`src/rtl/mem_port_arbiter_if.sv`:
```
// Bundle of fetch, load/store and memory-port signals around the shared memory port.
// The arbiter takes the slave view; requesters and the memory take the master view.
interface mem_port_arbiter_if #(
    parameter int XLEN = 32
);
    logic            i_req;
    logic [XLEN-1:0] i_addr;
    logic            i_flush;
    logic            i_gnt;
    logic            i_rvalid;
    logic [XLEN-1:0] i_rdata;
    logic            i_pause;

    logic            d_req;
    logic            d_we;
    logic [XLEN-1:0] d_addr;
    logic [XLEN-1:0] d_wdata;
    logic [3:0]      d_wstrb;
    logic            d_gnt;
    logic            d_rvalid;
    logic [XLEN-1:0] d_rdata;

    logic            m_req;
    logic            m_we;
    logic [XLEN-1:0] m_addr;
    logic [XLEN-1:0] m_wdata;
    logic [3:0]      m_wstrb;
    logic            m_ack;
    logic [XLEN-1:0] m_rdata;

    modport slave (
        input  i_req, i_addr, i_flush,
        input  d_req, d_we, d_addr, d_wdata, d_wstrb,
        input  m_ack, m_rdata,
        output i_gnt, i_rvalid, i_rdata, i_pause,
        output d_gnt, d_rvalid, d_rdata,
        output m_req, m_we, m_addr, m_wdata, m_wstrb
    );

    modport master (
        output i_req, i_addr, i_flush,
        output d_req, d_we, d_addr, d_wdata, d_wstrb,
        output m_ack, m_rdata,
        input  i_gnt, i_rvalid, i_rdata, i_pause,
        input  d_gnt, d_rvalid, d_rdata,
        input  m_req, m_we, m_addr, m_wdata, m_wstrb
    );
endinterface

```
`src/rtl/mem_port_arbiter.sv`:
```
// Shares one memory port between instruction fetch and load/store, one transaction
// outstanding; data has priority but fetch is guaranteed a slot every MAX_D_STREAK grants.
module mem_port_arbiter #(
    parameter int XLEN         = 32,
    parameter int MAX_D_STREAK = 4
) (
    input  logic                    clk,
    input  logic                    rst,
    mem_port_arbiter_if.slave       bus
);
    typedef enum logic [1:0] {
        IDLE,
        I_BUSY,
        D_BUSY
    } state_t;

    localparam logic [3:0] STREAK_MAX = 4'(MAX_D_STREAK);

    state_t     state;
    logic [3:0] streak;
    logic       flush_mark;
    logic       i_rvalid_q;
    logic       fetch_pick;
    logic       data_pick;

    // Grants are decided combinationally in IDLE so gnt lands in the cycle req is sampled.
    // NOTE: every always_comb output gets a default first, so no path can infer a latch.
    always_comb begin
        fetch_pick = 1'b0;
        data_pick  = 1'b0;
        if (state == IDLE && !rst) begin
            if (bus.i_req && (!bus.d_req || streak == STREAK_MAX)) begin
                fetch_pick = 1'b1;
            end else if (bus.d_req) begin
                data_pick = 1'b1;
            end
        end
    end

    assign bus.i_gnt    = fetch_pick;
    assign bus.d_gnt    = data_pick;
    // A flush arriving together with the registered pulse still kills it.
    assign bus.i_rvalid = i_rvalid_q & ~bus.i_flush;
    assign bus.i_pause  = bus.i_req & ~bus.i_rvalid;

    // NOTE: async reset clears m_req at once; the abandoned transaction is never replayed.
    always_ff @(posedge clk or posedge rst) begin
        if (rst) begin
            state       <= IDLE;
            streak      <= 4'd0;
            flush_mark  <= 1'b0;
            i_rvalid_q  <= 1'b0;
            bus.d_rvalid <= 1'b0;
            bus.i_rdata <= {XLEN{1'b0}};
            bus.d_rdata <= {XLEN{1'b0}};
            bus.m_req   <= 1'b0;
            bus.m_we    <= 1'b0;
            bus.m_addr  <= {XLEN{1'b0}};
            bus.m_wdata <= {XLEN{1'b0}};
            bus.m_wstrb <= 4'b0000;
        end else begin
            i_rvalid_q   <= 1'b0;
            bus.d_rvalid <= 1'b0;

            if (!bus.i_req || fetch_pick) begin
                streak <= 4'd0;
            end else if (data_pick && streak != STREAK_MAX) begin
                streak <= streak + 4'd1;
            end

            case (state)
                IDLE: begin
                    if (fetch_pick) begin
                        bus.m_req   <= 1'b1;
                        bus.m_we    <= 1'b0;
                        bus.m_addr  <= bus.i_addr;
                        bus.m_wdata <= {XLEN{1'b0}};
                        bus.m_wstrb <= 4'b0000;
                        flush_mark  <= bus.i_flush;
                        state       <= I_BUSY;
                    end else if (data_pick) begin
                        bus.m_req   <= 1'b1;
                        bus.m_we    <= bus.d_we;
                        bus.m_addr  <= bus.d_addr;
                        bus.m_wdata <= bus.d_wdata;
                        bus.m_wstrb <= bus.d_we ? bus.d_wstrb : 4'b0000;
                        state       <= D_BUSY;
                    end
                end

                I_BUSY: begin
                    if (bus.i_flush) begin
                        flush_mark <= 1'b1;
                    end
                    if (bus.m_ack) begin
                        bus.m_req  <= 1'b0;
                        flush_mark <= 1'b0;
                        state      <= IDLE;
                        // A flushed fetch completes on the bus but returns nothing.
                        if (!(flush_mark || bus.i_flush)) begin
                            i_rvalid_q  <= 1'b1;
                            bus.i_rdata <= bus.m_rdata;
                        end
                    end
                end

                D_BUSY: begin
                    if (bus.m_ack) begin
                        bus.m_req    <= 1'b0;
                        bus.d_rvalid <= 1'b1;
                        bus.d_rdata  <= bus.m_we ? {XLEN{1'b0}} : bus.m_rdata;
                        state        <= IDLE;
                    end
                end

                default: state <= IDLE;
            endcase
        end
    end
endmodule

```
`src/flat_wrapper.sv`:
```
// flat-port wrapper written by rule: the top's interface ports become plain ports
module mem_port_arbiter_flat 
#(
    parameter int XLEN         = 32,
    parameter int MAX_D_STREAK = 4
)
  (clk, rst, bus_i_req, bus_i_addr, bus_i_flush, bus_d_req, bus_d_we, bus_d_addr, bus_d_wdata, bus_d_wstrb, bus_m_ack, bus_m_rdata, bus_i_gnt, bus_i_rvalid, bus_i_rdata, bus_i_pause, bus_d_gnt, bus_d_rvalid, bus_d_rdata, bus_m_req, bus_m_we, bus_m_addr, bus_m_wdata, bus_m_wstrb);
  mem_port_arbiter_if #(.XLEN(XLEN)) bus_i ();
  input  logic clk;
  input  logic rst;
  input wire logic [$bits(bus_i.i_req)-1:0] bus_i_req;
  input wire logic [$bits(bus_i.i_addr)-1:0] bus_i_addr;
  input wire logic [$bits(bus_i.i_flush)-1:0] bus_i_flush;
  input wire logic [$bits(bus_i.d_req)-1:0] bus_d_req;
  input wire logic [$bits(bus_i.d_we)-1:0] bus_d_we;
  input wire logic [$bits(bus_i.d_addr)-1:0] bus_d_addr;
  input wire logic [$bits(bus_i.d_wdata)-1:0] bus_d_wdata;
  input wire logic [$bits(bus_i.d_wstrb)-1:0] bus_d_wstrb;
  input wire logic [$bits(bus_i.m_ack)-1:0] bus_m_ack;
  input wire logic [$bits(bus_i.m_rdata)-1:0] bus_m_rdata;
  output wire logic [$bits(bus_i.i_gnt)-1:0] bus_i_gnt;
  output wire logic [$bits(bus_i.i_rvalid)-1:0] bus_i_rvalid;
  output wire logic [$bits(bus_i.i_rdata)-1:0] bus_i_rdata;
  output wire logic [$bits(bus_i.i_pause)-1:0] bus_i_pause;
  output wire logic [$bits(bus_i.d_gnt)-1:0] bus_d_gnt;
  output wire logic [$bits(bus_i.d_rvalid)-1:0] bus_d_rvalid;
  output wire logic [$bits(bus_i.d_rdata)-1:0] bus_d_rdata;
  output wire logic [$bits(bus_i.m_req)-1:0] bus_m_req;
  output wire logic [$bits(bus_i.m_we)-1:0] bus_m_we;
  output wire logic [$bits(bus_i.m_addr)-1:0] bus_m_addr;
  output wire logic [$bits(bus_i.m_wdata)-1:0] bus_m_wdata;
  output wire logic [$bits(bus_i.m_wstrb)-1:0] bus_m_wstrb;
  assign bus_i.i_req = bus_i_req;
  assign bus_i.i_addr = bus_i_addr;
  assign bus_i.i_flush = bus_i_flush;
  assign bus_i.d_req = bus_d_req;
  assign bus_i.d_we = bus_d_we;
  assign bus_i.d_addr = bus_d_addr;
  assign bus_i.d_wdata = bus_d_wdata;
  assign bus_i.d_wstrb = bus_d_wstrb;
  assign bus_i.m_ack = bus_m_ack;
  assign bus_i.m_rdata = bus_m_rdata;
  assign bus_i_gnt = bus_i.i_gnt;
  assign bus_i_rvalid = bus_i.i_rvalid;
  assign bus_i_rdata = bus_i.i_rdata;
  assign bus_i_pause = bus_i.i_pause;
  assign bus_d_gnt = bus_i.d_gnt;
  assign bus_d_rvalid = bus_i.d_rvalid;
  assign bus_d_rdata = bus_i.d_rdata;
  assign bus_m_req = bus_i.m_req;
  assign bus_m_we = bus_i.m_we;
  assign bus_m_addr = bus_i.m_addr;
  assign bus_m_wdata = bus_i.m_wdata;
  assign bus_m_wstrb = bus_i.m_wstrb;
  mem_port_arbiter #(.XLEN(XLEN), .MAX_D_STREAK(MAX_D_STREAK)) u_core (.clk(clk), .rst(rst), .bus(bus_i));
endmodule
```
`config.mk`:
```
export PLATFORM = sky130hd
export DESIGN_NAME = mem_port_arbiter_flat
export DESIGN_NICKNAME = d
export VERILOG_FILES = /design/src/rtl/mem_port_arbiter_if.sv /design/src/rtl/mem_port_arbiter.sv /design/src/flat_wrapper.sv
export SDC_FILE = /design/constraint.sdc
export NUM_CORES = 1
export LEC_CHECK = 0
export ABC_CLOCK_PERIOD_IN_PS = 5200
export BUFFER_PORTS_ARGS = -buffer_cell sky130_fd_sc_hd__buf_2
export CORE_AREA = 3 3 90 157
export DETAILED_ROUTE_END_ITERATION = 12
export DIE_AREA = 0 0 93 160
export GPL_ROUTABILITY_DRIVEN = 0
export GPL_TIMING_DRIVEN = 0
export PLACE_DENSITY_LB_ADDON = 0.12
export SYNTH_ARGS = -nofsm -noshare
export SYNTH_HDL_FRONTEND = slang
export SYNTH_SLANG_ARGS = --single-unit
```
`constraint.sdc`:
```
create_clock -name clk -period 5.2 [get_ports clk]
set_input_delay 0.26 -clock clk [delete_from_list [all_inputs] [get_ports clk]]
set_output_delay 0.26 -clock clk [all_outputs]
set_load 0.01 [all_outputs]
```
==> impl_metrics.json <==
{
  "post-route-util": 0.6465,
  "ir_worst_vdd_uv": 350.3,
  "cts_root_buf": "clkbuf_16",
  "synth-async-reset-ratio": 1.000,
  "ys_ff_latch": 143,
  "rsz0062_at_grt": "no",
  "powerDensity_nw_per_um2": 582.3,
  "crit_slowest_cell": "a211oi_4",
  "fin_ws_ns": 2.607,
  "grt_max_degree": 77,
  "clkLatencyLatePin_ns": 0.41,
  "synth-edff-count": 0,
  "rrSetupSlack_ns": 3.07,
  "min_path_type": "input pin to register",
  "final_cell_area_um2": 8364,
  "yosys.area.top_type": "dfrtp_1",
  "reg2regPathDepth": 6,
  "dp_worst_setup_slack_ns": 2.973,
  "drtIter0Drc": 141,
  "synthTopCellsByArea": "dfrtp_1 59%, nand2_1 8.3%, mux2_2 6.1%",
  "dpl_cell_area_um2": 7706,
  "cts_buffers": 17,
  "setup_violations": 0,
  "cpPeakStageDelay_ns": 0.48,
  "io_buffers": 276,
  "wl_um": 16840,
  "tightest_slew_ns": 0.6149,
  "cp_data_required_time_ns": 4.94,
  "met3_length_um": 1157,
  "wirelength_met1_um": 5951,
  "initial_core_util": 0.4698,
  "fin_worst_skew_ns": 0.01162,
  "globalRouteOverflowTotal": 0,
  "drc": 0,
  "status": "finished, final reports clean",
  "crit_chain": "inv_1 -> ha_1 -> nand2b_1 -> a211oi_4 -> buf_2 -> buf_2",
  "worst-path-buf-inv": 3,
  "clkTransAtPathRegs_ns": 0.06,
  "slew_viol_final": 0,
  "fmax_ghz": 0.3857,
  "synth.avg_cell_area_um2": 10.74,
  "cpMostUsedCell": "buf_2",
  "arrival_ns": 2.33,
  "synth_top_cell_area_share": 0.5887,
  "row_count": 55,
  "ys.flop_type": "dfrtp_1",
  "n_antenna_cell": 0,
  "p_leak_uw": 0.004421,
  "die_x_um": 93,
  "highest_layer": "met4",
  "grt_pass1_wl_um": 26760,
  "holdPathEnd": "u_core.bus.m_addr[13]",
  "cts_sinks": 143,
  "area_delta_synth_final_pct": 37.61,
  "ios": 278,
  "path_max_fanout": 10,
  "worstSetupStartpointType": "register",
  "r2r-end": "u_core.bus.m_addr[9]",
  "synth_seq_area_share": 0.5887,
  "vias_per_cell": 4.959,
  "dr_wl_met2_um": 9367,
  "antenna_found_initial": 0,
  "wl_per_cell_um": 16.11,
  "clk_path_buf_depth": 2,
  "fin_crit_ns": 2.593,
  "max-cap-violations": 0,
  "ctsResizeCount": 0,
  "hold_depth": 3,
  "synth_area_um2": 6078,
  "yosysWarnings": 0,
  "layout-drive-gt1-share": 0.4256,
  "vias": 5182,
  "core_area_um2": 12940,
  "layout.nets": 1008,
  "hold_viol_final": 0,
  "grt_pass1_vias": 5502,
  "synthCells": 566,
  "r2r_start": "u_core.state[0]",
  "die_h_um": 160,
  "end_kind": "output port",
  "crit_type": "register to output port",
  "place_hpwl_um": 13060,
  "firstDrtPassIters": 4,
  "cts_tree": "yes",
  "synth_fp_nets": 711,
  "hp-start": "bus_i_addr[13]",
  "synth_common_cells": "143 x dfrtp_1, 134 x nand2_1, 57 x o21ai_0",
  "path_delay_family": "buffers and inverters",
  "antenna_left": 0,
  "design.die.area_um2": 14880,
  "fin_crit_sh": 0.4986,
  "ctsHtreeMaxLevel": 4,
  "yosysMostFrequentCell": "dfrtp_1",
  "synth_cell_types": 37,
  "grt.total_usage": 0.2268,
  "slew_headroom": 0.5901
}
-- how the worst max path moves through the flow --
stage               slack, ns  depth (start not counted)       startpoint                    end
floorplan                1.10                          1              rst  u_core.bus.d_rdata[0]
global placement        -0.50                          2              rst  u_core.bus.i_rdata[8]
detailed placement       2.97                          6  u_core.state[0]              bus_i_gnt
CTS                      2.53                          6  u_core.state[0]              bus_i_gnt
global route             2.37                          6  u_core.state[0]              bus_i_gnt
finish                   2.61                          6  u_core.state[0]              bus_i_gnt
-- sequential cells by signal, indices dropped and copies added, names as in the netlist --
signal               count
u_core.bus.m_req         1
u_core.i_rvalid_q        1
u_core.bus.m_wstrb       4
u_core.bus.d_rvalid      1
u_core.bus.i_rdata      32
u_core.bus.m_we          1
u_core.bus.d_rdata      32
u_core.bus.m_addr       32
u_core.state             2
u_core.streak            4
u_core.bus.m_wdata      32
u_core.flush_mark        1
-- per-layer routing --
layer | global-route usage | vias up
met2 | 0.4270 | 186
met1 | 0.2335 | 2481
met4 | 0.08205 | 0
met5 | 0 | -
li1 | - | 2490
met3 | 0.06221 | 25
-- power breakdown --
part,leakage (uW),switching [uW],total [uW],internal [uW]
combinational,0.00230,936,1710,771
clock,0.000309,474,1340,866
sequential,0.00181,243,1830,1580
-- area by class of cell --
| class | instances | area [um^2] |
|---|---|---|
| Clock inverter | 12 | 209.0 |
| Inverter | 9 | 38.79 |
| Sequential cell | 143 | 3578 |
| Clock buffer | 18 | 439.2 |
| Fill cell | 1140 | 4573 |
| Tap cell | 171 | 214.0 |
| Buffer | 36 | 192.7 |
| Timing Repair Buffer | 278 | 1419 |
| Multi-Input combinational cell | 378 | 2273 |
-- through the flow --
stage / power (uW) / std cells / hold slack (ns) / setup TNS [ns]
2_1_floorplan: 2795 / 566 / 0.3768 / 0
5_1_grt: 5184 / 1045 / 0.05290 / 0
3_3_place_gp: 3491 / 1013 / 0.4584 / -70.40
4_1_cts: 4934 / 1045 / 0.03512 / 0
3_5_place_dp: 3574 / 1014 / 0.4331 / 0
6_report: 4871 / 1045 / 0.05070 / 0
-- cell families (layout without fill, tap and decap cells) --
| logic type | count (synthesis) | in the layout | synth area share |
|---|---|---|---|
| and+or+nand+nor | 188 | 188 | 0.1383 |
| muxes | 65 | 65 | 0.1138 |
| buffers and inverters | 45 | 353 | 0.03726 |
| AOI/OAI and AO/OA | 119 | 119 | 0.1095 |
| DFF | 143 | 143 | 0.5887 |
| adders and majority gates | 6 | 6 | 0.01235 |
-- layout by cell type, fill, tap and decap left out, drive strengths merged --
cell         instances
nand2b              35
a211o                1
a32o                 4
o2bb2ai              1
nor2                 3
clkinv               2
a21oi               39
o2bb2a               1
bufinv               5
nand4                1
and3                 1
mux2i               32
clkinvlp             2
inv                 12
nand2              135
o21ai               67
and2                 2
mux2                33
dlygate4sd3          1
nand3b               2
clkbuf              30
a211oi               3
buf                301
nor2b                5
nor3                 1
a22o                 1
ha                   6
or3                  1
a21o                 1
a221oi               1
dfrtp              143
nand3                2
-- what timing repair did --
item | CTS | global route
hold buffers | 1 | 0
endpoints found under the hold margin | 67 | 0
setup buffers | 0 | 0
setup endpoints to repair | 0 | 0
-- worst min-delay path, delay by kind of cell --
| family | cells | cell delay [ns] |
|---|---|---|
| buf+inv | 1 | 0.07 |
| compound gates | 1 | 0.05 |
| simple gates | 1 | 0.03 |
Power figures use the tool's default switching activity.
